`config.mk`:
```
export PLATFORM = sky130hd
export DESIGN_NAME = alu_muldiv_flat
export DESIGN_NICKNAME = d
export VERILOG_FILES = /design/src/rtl/alu_muldiv_if.sv /design/src/rtl/alu_muldiv.sv /design/src/flat_wrapper.sv
export SDC_FILE = /design/constraint.sdc
export NUM_CORES = 1
export LEC_CHECK = 0
export ABC_CLOCK_PERIOD_IN_PS = 4360
export CAP_MARGIN = 25
export CORE_MARGIN = 1
export CORE_UTILIZATION = 57
export DETAILED_ROUTE_END_ITERATION = 7
export DONT_BUFFER_PORTS = 1
export HOLD_SLACK_MARGIN = 0.03
export PLACE_DENSITY = 0.72
export SETUP_SLACK_MARGIN = 0.4
export SYNTH_ARGS = -nofsm -noshare
export SYNTH_HDL_FRONTEND = slang
export SYNTH_SLANG_ARGS = --single-unit
```
`constraint.sdc`:
```
create_clock -name clk -period 4.36 [get_ports clk]
set_input_delay 0.872 -clock clk [delete_from_list [all_inputs] [get_ports clk]]
set_output_delay 0.872 -clock clk [all_outputs]
set_load 0.02 [all_outputs]
```
`src/rtl/alu_muldiv_if.sv`:
```
// Execute-stage ALU request/response bundle: operands and opcode in, handshake and results out.
interface alu_muldiv_if #(
  parameter int WIDTH = 32
);
  logic             start;
  logic             ready;
  logic [WIDTH-1:0] srca;
  logic [WIDTH-1:0] srcb;
  logic [3:0]       alucontrol;
  logic             busy;
  logic             done;
  logic [WIDTH-1:0] result;
  logic [WIDTH-1:0] hi;
  logic             zero;
  logic             divz;

  modport master (
    output start, srca, srcb, alucontrol,
    input  ready, busy, done, result, hi, zero, divz
  );

  modport slave (
    input  start, srca, srcb, alucontrol,
    output ready, busy, done, result, hi, zero, divz
  );
endinterface

```
`src/rtl/alu_muldiv.sv`:
```
// Multi-cycle MIPS ALU: registered logic/arith ops plus iterative MULTU (shift-add) and DIVU (restoring).
// Define ALU_MULDIV_EN to build the multiply/divide states and datapath; otherwise 0100/0101 act as undefined ops.
module alu_muldiv #(
  parameter int WIDTH = 32
) (
  input logic         clk,
  input logic         reset,
  alu_muldiv_if.slave bus
);

  localparam logic [3:0] OP_AND = 4'b0000;
  localparam logic [3:0] OP_OR  = 4'b0001;
  localparam logic [3:0] OP_ADD = 4'b0010;
  localparam logic [3:0] OP_XOR = 4'b0011;
  localparam logic [3:0] OP_SUB = 4'b0110;
  localparam logic [3:0] OP_SLT = 4'b0111;

`ifdef ALU_MULDIV_EN
  localparam logic [3:0] OP_MULTU = 4'b0100;
  localparam logic [3:0] OP_DIVU  = 4'b0101;
  localparam int         CNT_W    = $clog2(WIDTH) + 1;

  typedef enum logic [1:0] {S_IDLE = 2'd0, S_DONE = 2'd1, S_MUL = 2'd2, S_DIV = 2'd3} state_t;
`else
  typedef enum logic [1:0] {S_IDLE = 2'd0, S_DONE = 2'd1} state_t;
`endif

  state_t           state, state_next;
  logic             ready, busy, done, is_iter;
  logic [WIDTH-1:0] alu_res, result_r, hi_r;
  logic             zero_r, divz_r;

  always_comb begin
    alu_res = '0;
    case (bus.alucontrol)
      OP_AND:  alu_res = bus.srca & bus.srcb;
      OP_OR:   alu_res = bus.srca | bus.srcb;
      OP_ADD:  alu_res = bus.srca + bus.srcb;
      OP_XOR:  alu_res = bus.srca ^ bus.srcb;
      OP_SUB:  alu_res = bus.srca - bus.srcb;
      OP_SLT:  alu_res = {{(WIDTH-1){1'b0}}, ($signed(bus.srca) < $signed(bus.srcb))};
      default: alu_res = '0;
    endcase
  end

`ifdef ALU_MULDIV_EN
  logic [CNT_W-1:0] cnt;
  logic [WIDTH-1:0] work_hi, work_lo, opb;
  logic [WIDTH:0]   mul_sum, div_shift;
  logic [WIDTH-1:0] mul_hi_n, mul_lo_n, div_diff, div_rem_n, div_quo_n;
  logic             div_ge;

  assign is_iter = (bus.alucontrol == OP_MULTU) || (bus.alucontrol == OP_DIVU);

  // work_hi/work_lo hold {partial product, multiplier} or {remainder, dividend}; opb is the fixed operand.
  // Divisor 0 never restores, so the quotient fills with ones and the remainder collects srca unchanged.
  always_comb begin
    mul_sum   = {1'b0, work_hi} + (work_lo[0] ? {1'b0, opb} : '0);
    mul_hi_n  = mul_sum[WIDTH:1];
    mul_lo_n  = {mul_sum[0], work_lo[WIDTH-1:1]};
    div_shift = {work_hi, work_lo[WIDTH-1]};
    div_ge    = div_shift >= {1'b0, opb};
    div_diff  = div_shift[WIDTH-1:0] - opb;
    div_rem_n = div_ge ? div_diff : div_shift[WIDTH-1:0];
    div_quo_n = {work_lo[WIDTH-2:0], div_ge};
  end
`else
  assign is_iter = 1'b0;
`endif

  always_ff @(posedge clk or posedge reset) begin
    if (reset) state <= S_IDLE;
    else       state <= state_next;
  end

  always_comb begin
    state_next = state;
    ready      = 1'b0;
    busy       = 1'b0;
    done       = 1'b0;
    case (state)
      S_IDLE: begin
        ready = 1'b1;
        if (bus.start) begin
`ifdef ALU_MULDIV_EN
          if (bus.alucontrol == OP_MULTU)     state_next = S_MUL;
          else if (bus.alucontrol == OP_DIVU) state_next = S_DIV;
          else                                state_next = S_DONE;
`else
          state_next = S_DONE;
`endif
        end
      end
`ifdef ALU_MULDIV_EN
      S_MUL, S_DIV: begin
        busy = 1'b1;
        if (cnt == '0) state_next = S_DONE;
      end
`endif
      S_DONE: begin
        done       = 1'b1;
        state_next = S_IDLE;
      end
      default: state_next = S_IDLE;
    endcase
  end

  always_ff @(posedge clk or posedge reset) begin
    if (reset) begin
      result_r <= '0;
      hi_r     <= '0;
      zero_r   <= 1'b0;
      divz_r   <= 1'b0;
`ifdef ALU_MULDIV_EN
      cnt      <= '0;
      work_hi  <= '0;
      work_lo  <= '0;
      opb      <= '0;
`endif
    end else begin
      case (state)
        S_IDLE: begin
          if (bus.start && !is_iter) begin
            result_r <= alu_res;
            hi_r     <= '0;
            zero_r   <= (alu_res == '0);
            divz_r   <= 1'b0;
          end
`ifdef ALU_MULDIV_EN
          if (bus.start && is_iter) begin
            work_hi <= '0;
            work_lo <= bus.srca;
            opb     <= bus.srcb;
            cnt     <= CNT_W'(WIDTH - 1);
          end
`endif
        end
`ifdef ALU_MULDIV_EN
        // The last iteration writes the visible outputs directly so done follows on the next cycle.
        S_MUL: begin
          work_hi <= mul_hi_n;
          work_lo <= mul_lo_n;
          if (cnt != '0) cnt <= cnt - CNT_W'(1);
          else begin
            result_r <= mul_lo_n;
            hi_r     <= mul_hi_n;
            zero_r   <= (mul_lo_n == '0);
            divz_r   <= 1'b0;
          end
        end
        S_DIV: begin
          work_hi <= div_rem_n;
          work_lo <= div_quo_n;
          if (cnt != '0) cnt <= cnt - CNT_W'(1);
          else begin
            result_r <= div_quo_n;
            hi_r     <= div_rem_n;
            zero_r   <= (div_quo_n == '0);
            divz_r   <= (opb == '0);
          end
        end
`endif
        default: ;
      endcase
    end
  end

  assign bus.ready  = ready;
  assign bus.busy   = busy;
  assign bus.done   = done;
  assign bus.result = result_r;
  assign bus.hi     = hi_r;
  assign bus.zero   = zero_r;
  assign bus.divz   = divz_r;

endmodule

```
`src/flat_wrapper.sv`:
```
// flat-port wrapper written by rule: the top's interface ports become plain ports
module alu_muldiv_flat 
#(
  parameter int WIDTH = 32
)
  (clk, reset, bus_start, bus_srca, bus_srcb, bus_alucontrol, bus_ready, bus_busy, bus_done, bus_result, bus_hi, bus_zero, bus_divz);
  alu_muldiv_if #(.WIDTH(WIDTH)) bus_i ();
  input logic clk;
  input logic reset;
  input wire logic [$bits(bus_i.start)-1:0] bus_start;
  input wire logic [$bits(bus_i.srca)-1:0] bus_srca;
  input wire logic [$bits(bus_i.srcb)-1:0] bus_srcb;
  input wire logic [$bits(bus_i.alucontrol)-1:0] bus_alucontrol;
  output wire logic [$bits(bus_i.ready)-1:0] bus_ready;
  output wire logic [$bits(bus_i.busy)-1:0] bus_busy;
  output wire logic [$bits(bus_i.done)-1:0] bus_done;
  output wire logic [$bits(bus_i.result)-1:0] bus_result;
  output wire logic [$bits(bus_i.hi)-1:0] bus_hi;
  output wire logic [$bits(bus_i.zero)-1:0] bus_zero;
  output wire logic [$bits(bus_i.divz)-1:0] bus_divz;
  assign bus_i.start = bus_start;
  assign bus_i.srca = bus_srca;
  assign bus_i.srcb = bus_srcb;
  assign bus_i.alucontrol = bus_alucontrol;
  assign bus_ready = bus_i.ready;
  assign bus_busy = bus_i.busy;
  assign bus_done = bus_i.done;
  assign bus_result = bus_i.result;
  assign bus_hi = bus_i.hi;
  assign bus_zero = bus_i.zero;
  assign bus_divz = bus_i.divz;
  alu_muldiv #(.WIDTH(WIDTH)) u_core (.clk(clk), .reset(reset), .bus(bus_i));
endmodule
```
* Word level (Yosys, flattened, before mapping)
Cells that the tools add are included.
** Word-level totals
- Register bits :: 35
- Input bits :: 71
- Logic and storage cells :: 25
** Cells by class
- Order comparisons :: 1
- Multiplexer cells :: 5
- Reduce and logical (&&, ||, !) cells :: 4
- Add/sub/neg operators :: 2
- Bitwise gates (word level) :: 3
- Equal/unequal tests :: 7
** Operator list (number)
- one-hot mux 32 bit (6 select lines) :: 1
- adder 32 bit :: 1
- bitwise AND 32 bit :: 1
- logical NOT 32 bit :: 1
- < comparator 32 bit :: 1
- OR 32 bit :: 1
- subtractor 32 bit :: 1
- XOR 32 bit :: 1
- == test 4 x 2 -> 1 bit (second input constant) :: 2
- == test 4 x 3 -> 1 bit (second input constant) :: 2
- == test 4 x 1 -> 1 bit (second input constant) :: 1
- logical NOT 4 bit :: 1
- two-way mux 2 bit :: 2
- == test 2 x 1 -> 1 bit (second input constant) :: 1
- logical NOT 2 bit :: 1
- two-way mux 1 bit :: 2
- inequality test 2 bit (second input constant) :: 1
- AND reduction 2 bit :: 1

* Logic depth before layout (Yosys ltp)
Gate-level depths: netlist of run 1.
- Depth after elaboration :: 3
- Mapped depth :: 16
- Mapped depth without buffers :: 15

* Least setup slack after synthesis of run 1
No wires, ideal clock.
- Path kind :: in2reg
- From :: input bus_srcb[4]
- To :: register u_core.zero_r (netlist: u_core.bus.zero)
- Path slack :: 0.493 ns
- Arrival :: 3.800 ns
- Cell stages on the path :: 15
- Path buffers :: 1
- Library setup time :: 0.068 ns
- Path through :: inv_1 > ha_1 > buf_2 > inv_2 > o41ai_4 > a22oi_2 > a31o_1 > a211o_1 > a311oi_2 > and2_1 > o32ai_1 > nor4b_2 > nand4_1 > and4bb_1 > a32o_1
** Between the ends
- Word-level cells in the longest chain between the ends :: 3
- Elaborated cells between the ends (all ways) :: 8
- Classes of those cells :: add/sub: 2; order compare: 1; mux: 1; bitwise: 3; reduce/logical: 1
** RTL lines
- start, declared :: line flat_wrapper.sv:12 : input wire logic [$bits(bus_i.srcb)-1:0] bus_srcb;
- subtractor 32 bit, or another cell as far along :: line alu_muldiv.sv:40 : OP_SUB: alu_res = bus.srca - bus.srcb;
- one-hot mux 32 bit (6 select lines) * :: line alu_muldiv.sv:35 : case (bus.alucontrol)
- logical NOT 32 bit * :: line alu_muldiv.sv:126 : zero_r <= (alu_res == '0);
- end signal, assigned :: line alu_muldiv.sv:126
- end, declared :: line alu_muldiv.sv:31 : logic zero_r, divz_r;
Every way passes the cells marked *; elsewhere a longest branch is shown, timed or not.
A chain may end at the register's enable or synchronous reset.

* Worst setup path in the final report of run 1
- From :: input bus_srcb[1]
- To :: register u_core.zero_r (netlist: u_core.bus.zero)
The elaborated chain is that of the path after synthesis.

==> flow_summary.toml, run 1 <==
[clock_tree]
clk_latency_ps = 280
cts_tree = "built"
ctsLongestPathBuffers = 2
cts-htree-levels = 2
cts.sinks = 34
path_clk_slew_ps = 60
cts_made_buffers = 5
cts-root-buf = "clkbuf_16"

[final_layout]
nNetsFinal = 1203
layout-drive-gt1-share_pct = 12.48
final_util_pct = 65.69
mostFrequentLayoutCell = "nand2_1"
finalNonFillerCells = 1177
layout_common_cells = "nand2_1, inv_1, ha_1"
area_delta_synth_final_pct = 10.11
diodes = 0

[yosys]
ys_ff_latch = 34
yosysWarnings = 0
syn_avg_cell_area_sq_um = 6.862
yosys_most_used_dff = "dfrtp_1"
ys_seq_area_share_pct = 12.23
netlist_instances = 1014
synth.area.top_cells = "ha_1, dfrtp_1, a21oi_1, nand2_1, inv_1"
synth_edf_count = 0
synthDominantCellAreaShare_pct = 17.44
async_reset_ff_share_pct = 100.0
syn_area_sq_um = 6958
synth.distinct_cells = 76
synth_area_leader_cell = "ha_1"

[global_route]
grt_pass1_vias = 7183
grt.total_usage_pct = 36.71
grt_max_degree = 58
grtUsageMet1_pct = 51.94
use_met3_pct = 8.369
grt_busiest_layer = "met2"
met2_usage_pct = 54.95
antenna_found_initial = 0
overflow = 0
grt_pass1_wl_um = 36860

[critical_path]
timing.reg2reg.setup_slack_ps = 1730
max_stage_delay_ps = 370
slowest_stage = "a211o_1"
reg2reg_to = "u_core.bus.zero$_DFFE_PP0P_"
start_kind = "primary input"
arrival_ps = 4000
ff2ff_path_depth = 12
cp_cell_sequence = "inv_1 -> ha_4 -> a211oi_2 -> buf_4 -> o41ai_4 -> buf_4 -> a22oi_2 -> a31o_1 -> a211o_1 -> a21oi_1 -> nor4_1 -> o32ai_1 -> nor4b_2 -> nand4_1 -> and4bb_1 -> a32o_1"
crit_top_cell = "buf_4"
end_kind = "flop"
cp_max_fo = 6
required_ps = 4530
r2r-start = "u_core.state[0]$_DFFE_PP0P_"
critPathKind = "primary input to flop"

[timing]
fin_setup_tns_ps = 0
setup_viol = 0
slew_viol_final = 0
maxSlewHeadroom_pct = 49.98
clock-skew-final_ps = 5.571
min_period_ps = 3828
finalHoldViolCount = 0
tightest_slew_ps = 747.6
max_freq_mhz = 261.3
final.period_utilization_pct = 87.79
whs_ps = 570.1
fin_ws_ps = 532.4
rsz0062_at_grt = "yes"

[power]
p_leak_nw = 3.592
ir_drop_mv = 0.1619
power_density_nw_per_um2 = 226.3

[place]
pre_cts_ws_ps = 40.85
gp_congestion = 0.9896
placedCellCount = 1166
io_buffers = 0
hpwl_um = 18840

[floorplan]
num_rows = 39
dieArea_sq_um = 12650
dieWidth_um = 112.5
core-area_sq_um = 11660
start_util_pct = 59.66
io-pin-count = 140
die_h_um = 112.5

[detailed_routing]
routed_wl_um = 23660
dr.pass1.iters = 8
drt-wirelength-per-cell_um = 20.10
avgViaCountPerCell = 6.462
drt_iter0_markers = 822
ant_nets = 0
drc = 0
via_count = 7606

[worst_hold_path]
hp-class = "primary input to asynchronous set/reset pin"

[run]
max-cap-violations = 0

[run_status]
status = "complete, no violations"
## cell usage after synthesis (10+ instances only)
| master | number |
|---|---|
| a21oi_1 | 90 |
| nor2_1 | 87 |
| buf_4 | 34 |
| clkbuf_1 | 41 |
| a31oi_1 | 17 |
| o31ai_1 | 10 |
| nor4_1 | 13 |
| a211oi_1 | 13 |
| dfrtp_1 | 34 |
| o211ai_1 | 20 |
| nand3_1 | 17 |
| nand4_1 | 10 |
| ha_1 | 97 |
| nand2b_1 | 10 |
| nand2_1 | 110 |
| o21ai_0 | 74 |
| nor3_1 | 32 |
| inv_1 | 108 |
| mux2i_1 | 20 |
## metal layers
layer	up-vias	wire length (um)
met2	474	9744
met5	-	0
met1	3487	10630
met3	58	2705
li1	3587	-
met4	0	581
## cells by family after synthesis
group / Yosys count / share of synthesized area [%]
adder cells (fa/ha/maj): 99 / 18.02
buffers and inverters: 197 / 12.59
XOR/XNOR: 8 / 1.007
flip-flops: 34 / 12.23
AND/OR/NAND/NOR: 319 / 21.31
other: 1 / 0.05390
multiplexers: 21 / 3.039
AO/OA/AOI/OAI: 335 / 31.76
## critical path: cells and delay by family
| family | cells | cell delay [ps] |
|---|---|---|
| adders and majority gates | 1 | 300 |
| buffers and inverters | 3 | 430 |
| and+or+nand+nor | 4 | 480 |
| AOI/OAI and AO/OA | 8 | 1920 |
## layout make-up
class | count | area, sq um
multi-input cells | 816 | 5579
fillers | 1078 | 4001
flip-flops and latches | 34 | 850.8
repair buffers | 65 | 488.0
inverters | 111 | 416.7
well taps | 143 | 178.9
clock buffers | 7 | 142.6
clock inverters | 1 | 5.005
## state kept, by name, indices dropped and copies added, names as in the netlist
register and flops:
u_core.bus.result 32, u_core.bus.zero 1, u_core.state 1
## worst max-delay path by stage
stage | from | slack [ps] | to | cells after the start
global route | bus_srca[1] | 370 | u_core.bus.zero$_DFFE_PP0P_ | 16
floorplan | bus_srcb[4] | 490 | u_core.bus.zero$_DFFE_PP0P_ | 15
finish | bus_srcb[1] | 530 | u_core.bus.zero$_DFFE_PP0P_ | 16
global placement | bus_srcb[7] | 130 | u_core.bus.zero$_DFFE_PP0P_ | 15
CTS | bus_srcb[7] | 400 | u_core.bus.zero$_DFFE_PP0P_ | 15
detailed placement | bus_srca[1] | 40 | u_core.bus.zero$_DFFE_PP0P_ | 14
## stage by stage
| stage | cell area [sq um] | total power, mW |
|---|---|---|
| final | 7661 | 1.734 |
| after floorplan | 7082 | 1.078 |
| after detailed placement | 7267 | 1.309 |
| after CTS | 7448 | 1.664 |
| after global placement | 7267 | 1.309 |
| after global routing | 7661 | 1.831 |
## power breakdown
| part | switching [mW] | internal, mW | leakage, nW |
|---|---|---|---|
| sequential | 0.0982 | 0.365 | 0.439 |
| clock | 0.128 | 0.226 | 0.0739 |
| combinational | 0.576 | 0.340 | 3.08 |
## what timing repair did
action	CTS	global route
resized for setup	3	44
endpoints found under the hold margin	0	0
endpoints found under the setup margin	1	4
hold buffers	0	0
pin swaps	1	6
setup buffers	2	1
Power figures use the tool's default switching activity.
==> inputs of run 2 (changes only) <==
--- a/config.mk
+++ b/config.mk
@@ -5,14 +5,13 @@
 export SDC_FILE = /design/constraint.sdc
 export NUM_CORES = 1
 export LEC_CHECK = 0
-export ABC_CLOCK_PERIOD_IN_PS = 4360
+export ABC_CLOCK_PERIOD_IN_PS = 4900
 export CAP_MARGIN = 25
 export CORE_MARGIN = 1
-export CORE_UTILIZATION = 57
+export CORE_UTILIZATION = 25
 export DETAILED_ROUTE_END_ITERATION = 7
 export DONT_BUFFER_PORTS = 1
 export HOLD_SLACK_MARGIN = 0.03
-export PLACE_DENSITY = 0.72
 export SETUP_SLACK_MARGIN = 0.4
 export SYNTH_ARGS = -nofsm -noshare
 export SYNTH_HDL_FRONTEND = slang
==> constraint.sdc (replaced) <==
create_clock -name clk -period 4.9 [get_ports clk]
set_input_delay 0.98 -clock clk [delete_from_list [all_inputs] [get_ports clk]]
set_output_delay 0.98 -clock clk [all_outputs]
set_load 0.02 [all_outputs]
==> run 2 against run 1 <==
  * Wire length increased by 9.9%
  * Flip-flop and latch count unchanged
  * Final area decreased by 2.5%
  * Largest cell class unchanged
  * Die area increased by 130%
  * Count of clock-buffer cells in the layout unchanged
  * Power decreased by 16%
  * Global-route usage decreased by 19 points
  * Clock skew increased by 2.6 ps
  * Utilization decreased by 38 points
  * Sequential share of layout area increased by 0.28 points
  * Clock power decreased by 18%
  * Worst setup slack improved by 63 ps
==> flow_summary.toml, run 2 (synthesis gave the netlist of run 1 again) <==
[run_status]
status = "complete, no violations"

[critical_path]
critPathKind = "primary input to flop"
arrival_ps = 4510
timing.reg2reg.setup_slack_ps = 2400
cp_max_fo = 8
r2r-start = "u_core.state[0]$_DFFE_PP0P_"
setup.worst_path.start = "bus_srcb[15]"
required_ps = 5110
start_kind = "primary input"
end_kind = "flop"
ff2ff_path_depth = 12
reg2reg_to = "u_core.bus.zero$_DFFE_PP0P_"

[worst_hold_path]
hold_depth = 2
hp-class = "flop to flop"
min_from = "u_core.bus.result[8]$_DFFE_PP0P_"
hold_end = "u_core.bus.result[8]$_DFFE_PP0P_"

[place]
io_buffers = 0
hpwl_um = 21120
gp_congestion = 0.9394

[timing]
tightest_slew_ps = 799.6
final.period_utilization_pct = 87.85
min_period_ps = 4305
slew_viol_final = 0
finalHoldViolCount = 0
max_freq_mhz = 232.3
clock-skew-final_ps = 8.219
maxSlewHeadroom_pct = 46.58
setup_viol = 0
rsz0062_at_grt = "no"

[global_route]
grt_pass1_wl_um = 39710
grt.total_usage_pct = 17.62
grt_pass1_vias = 6744
overflow = 0
antenna_found_initial = 0
grt_max_degree = 58

[run]
max-cap-violations = 0

[clock_tree]
ctsHoldBuffers = 0
cts-root-buf = "clkbuf_16"
cts-htree-levels = 2
clk_latency_ps = 270
cts_tree = "built"
ctsLongestPathBuffers = 2
cts.sinks = 34
cts_made_buffers = 5
path_clk_slew_ps = 50

[detailed_routing]
drt-wirelength-per-cell_um = 19.00
routed_wl_um = 26010
via_count = 7373
drc = 0
drt_iter0_markers = 704
dr.pass1.iters = 6
avgViaCountPerCell = 5.386
ant_nets = 0

[floorplan]
die_h_um = 168.8
core-area_sq_um = 27100
num_rows = 60
start_util_pct = 25.67
dieWidth_um = 168.8
io-pin-count = 140
dieArea_sq_um = 28500

[final_layout]
nNetsFinal = 1167
area_delta_synth_final_pct = 7.355
mostFrequentLayoutCell = "nand2_1"
layout_common_cells = "nand2_1, inv_1, ha_1"
layout-drive-gt1-share_pct = 5.918
final_util_pct = 27.56
largest_reg_flops = 32
diodes = 0

[power]
power_density_nw_per_um2 = 194.9
p_leak_nw = 3.396
ir_drop_mv = 0.1267
power_mw = 1.456
## run 2: where the power goes
part	internal (mW)	leakage [nW]	switching, mW	total (mW)
combinational	0.259	2.89	0.495	0.754
clock	0.185	0.0640	0.103	0.289
sequential	0.325	0.439	0.0888	0.413
## run 2: worst max-delay path by stage
stage	end	slack [ps]	cells past startpoint
4_1_cts	u_core.bus.zero$_DFFE_PP0P_	420	14
2_1_floorplan	u_core.bus.zero$_DFFE_PP0P_	920	15
3_3_place_gp	u_core.bus.zero$_DFFE_PP0P_	-70	14
3_5_place_dp	u_core.bus.zero$_DFFE_PP0P_	-60	14
6_report	u_core.bus.zero$_DFFE_PP0P_	600	14
5_1_grt	u_core.bus.zero$_DFFE_PP0P_	430	15
## run 2: metal layers
| metal | up-vias | track usage, % | share of wire [%] |
|---|---|---|---|
| li1 | 3511 | - | - |
| met1 | 3474 | 26.31 | 47 |
| met2 | 359 | 26.16 | 42 |
| met3 | 29 | 3.156 | 10 |
| met4 | 0 | 3.202 | 1.4 |
| met5 | - | 0 | 0 |
## run 2: repair_timing
item,in CTS,in global routing
resized for setup,2,6
setup endpoints to repair,1,1
setup buffers,0,2
pin swaps,0,2
## run 2: worst max-delay path, cell delays in order
cell,delay (ps)
inv_1,30
ha_1,450
inv_1,200
a21oi_1,380
o311ai_0,290
a2111oi_2,510
o31a_1,270
nor4_1,70
nor3_1,200
o21ai_0,110
a221oi_1,510
nand2_1,100
and4bb_1,260
a32o_1,150
## run 2: cell type report
class	count	area [sq um]
clock buffer	7	132.6
sequential	34	850.8
fill	3007	19630
tap	372	465.4
inverter	111	416.7
timing repair buffer	29	217.7
multi-input combinational	816	5386
## run 2: stage by stage
stage	hold WS (ps)	cells	setup TNS, ps	setup slack, ps	instance area, sq um
final	612.7	1369	0	595.5	7470
after global routing	644.3	1369	0	433.6	7470
after CTS	621.9	1367	0	418.2	7430
after detailed placement	611.3	1360	-56.69	-56.69	7291
after global placement	604.8	1360	-72.91	-72.91	7291
after floorplan	589.5	1047	0	924.6	7082
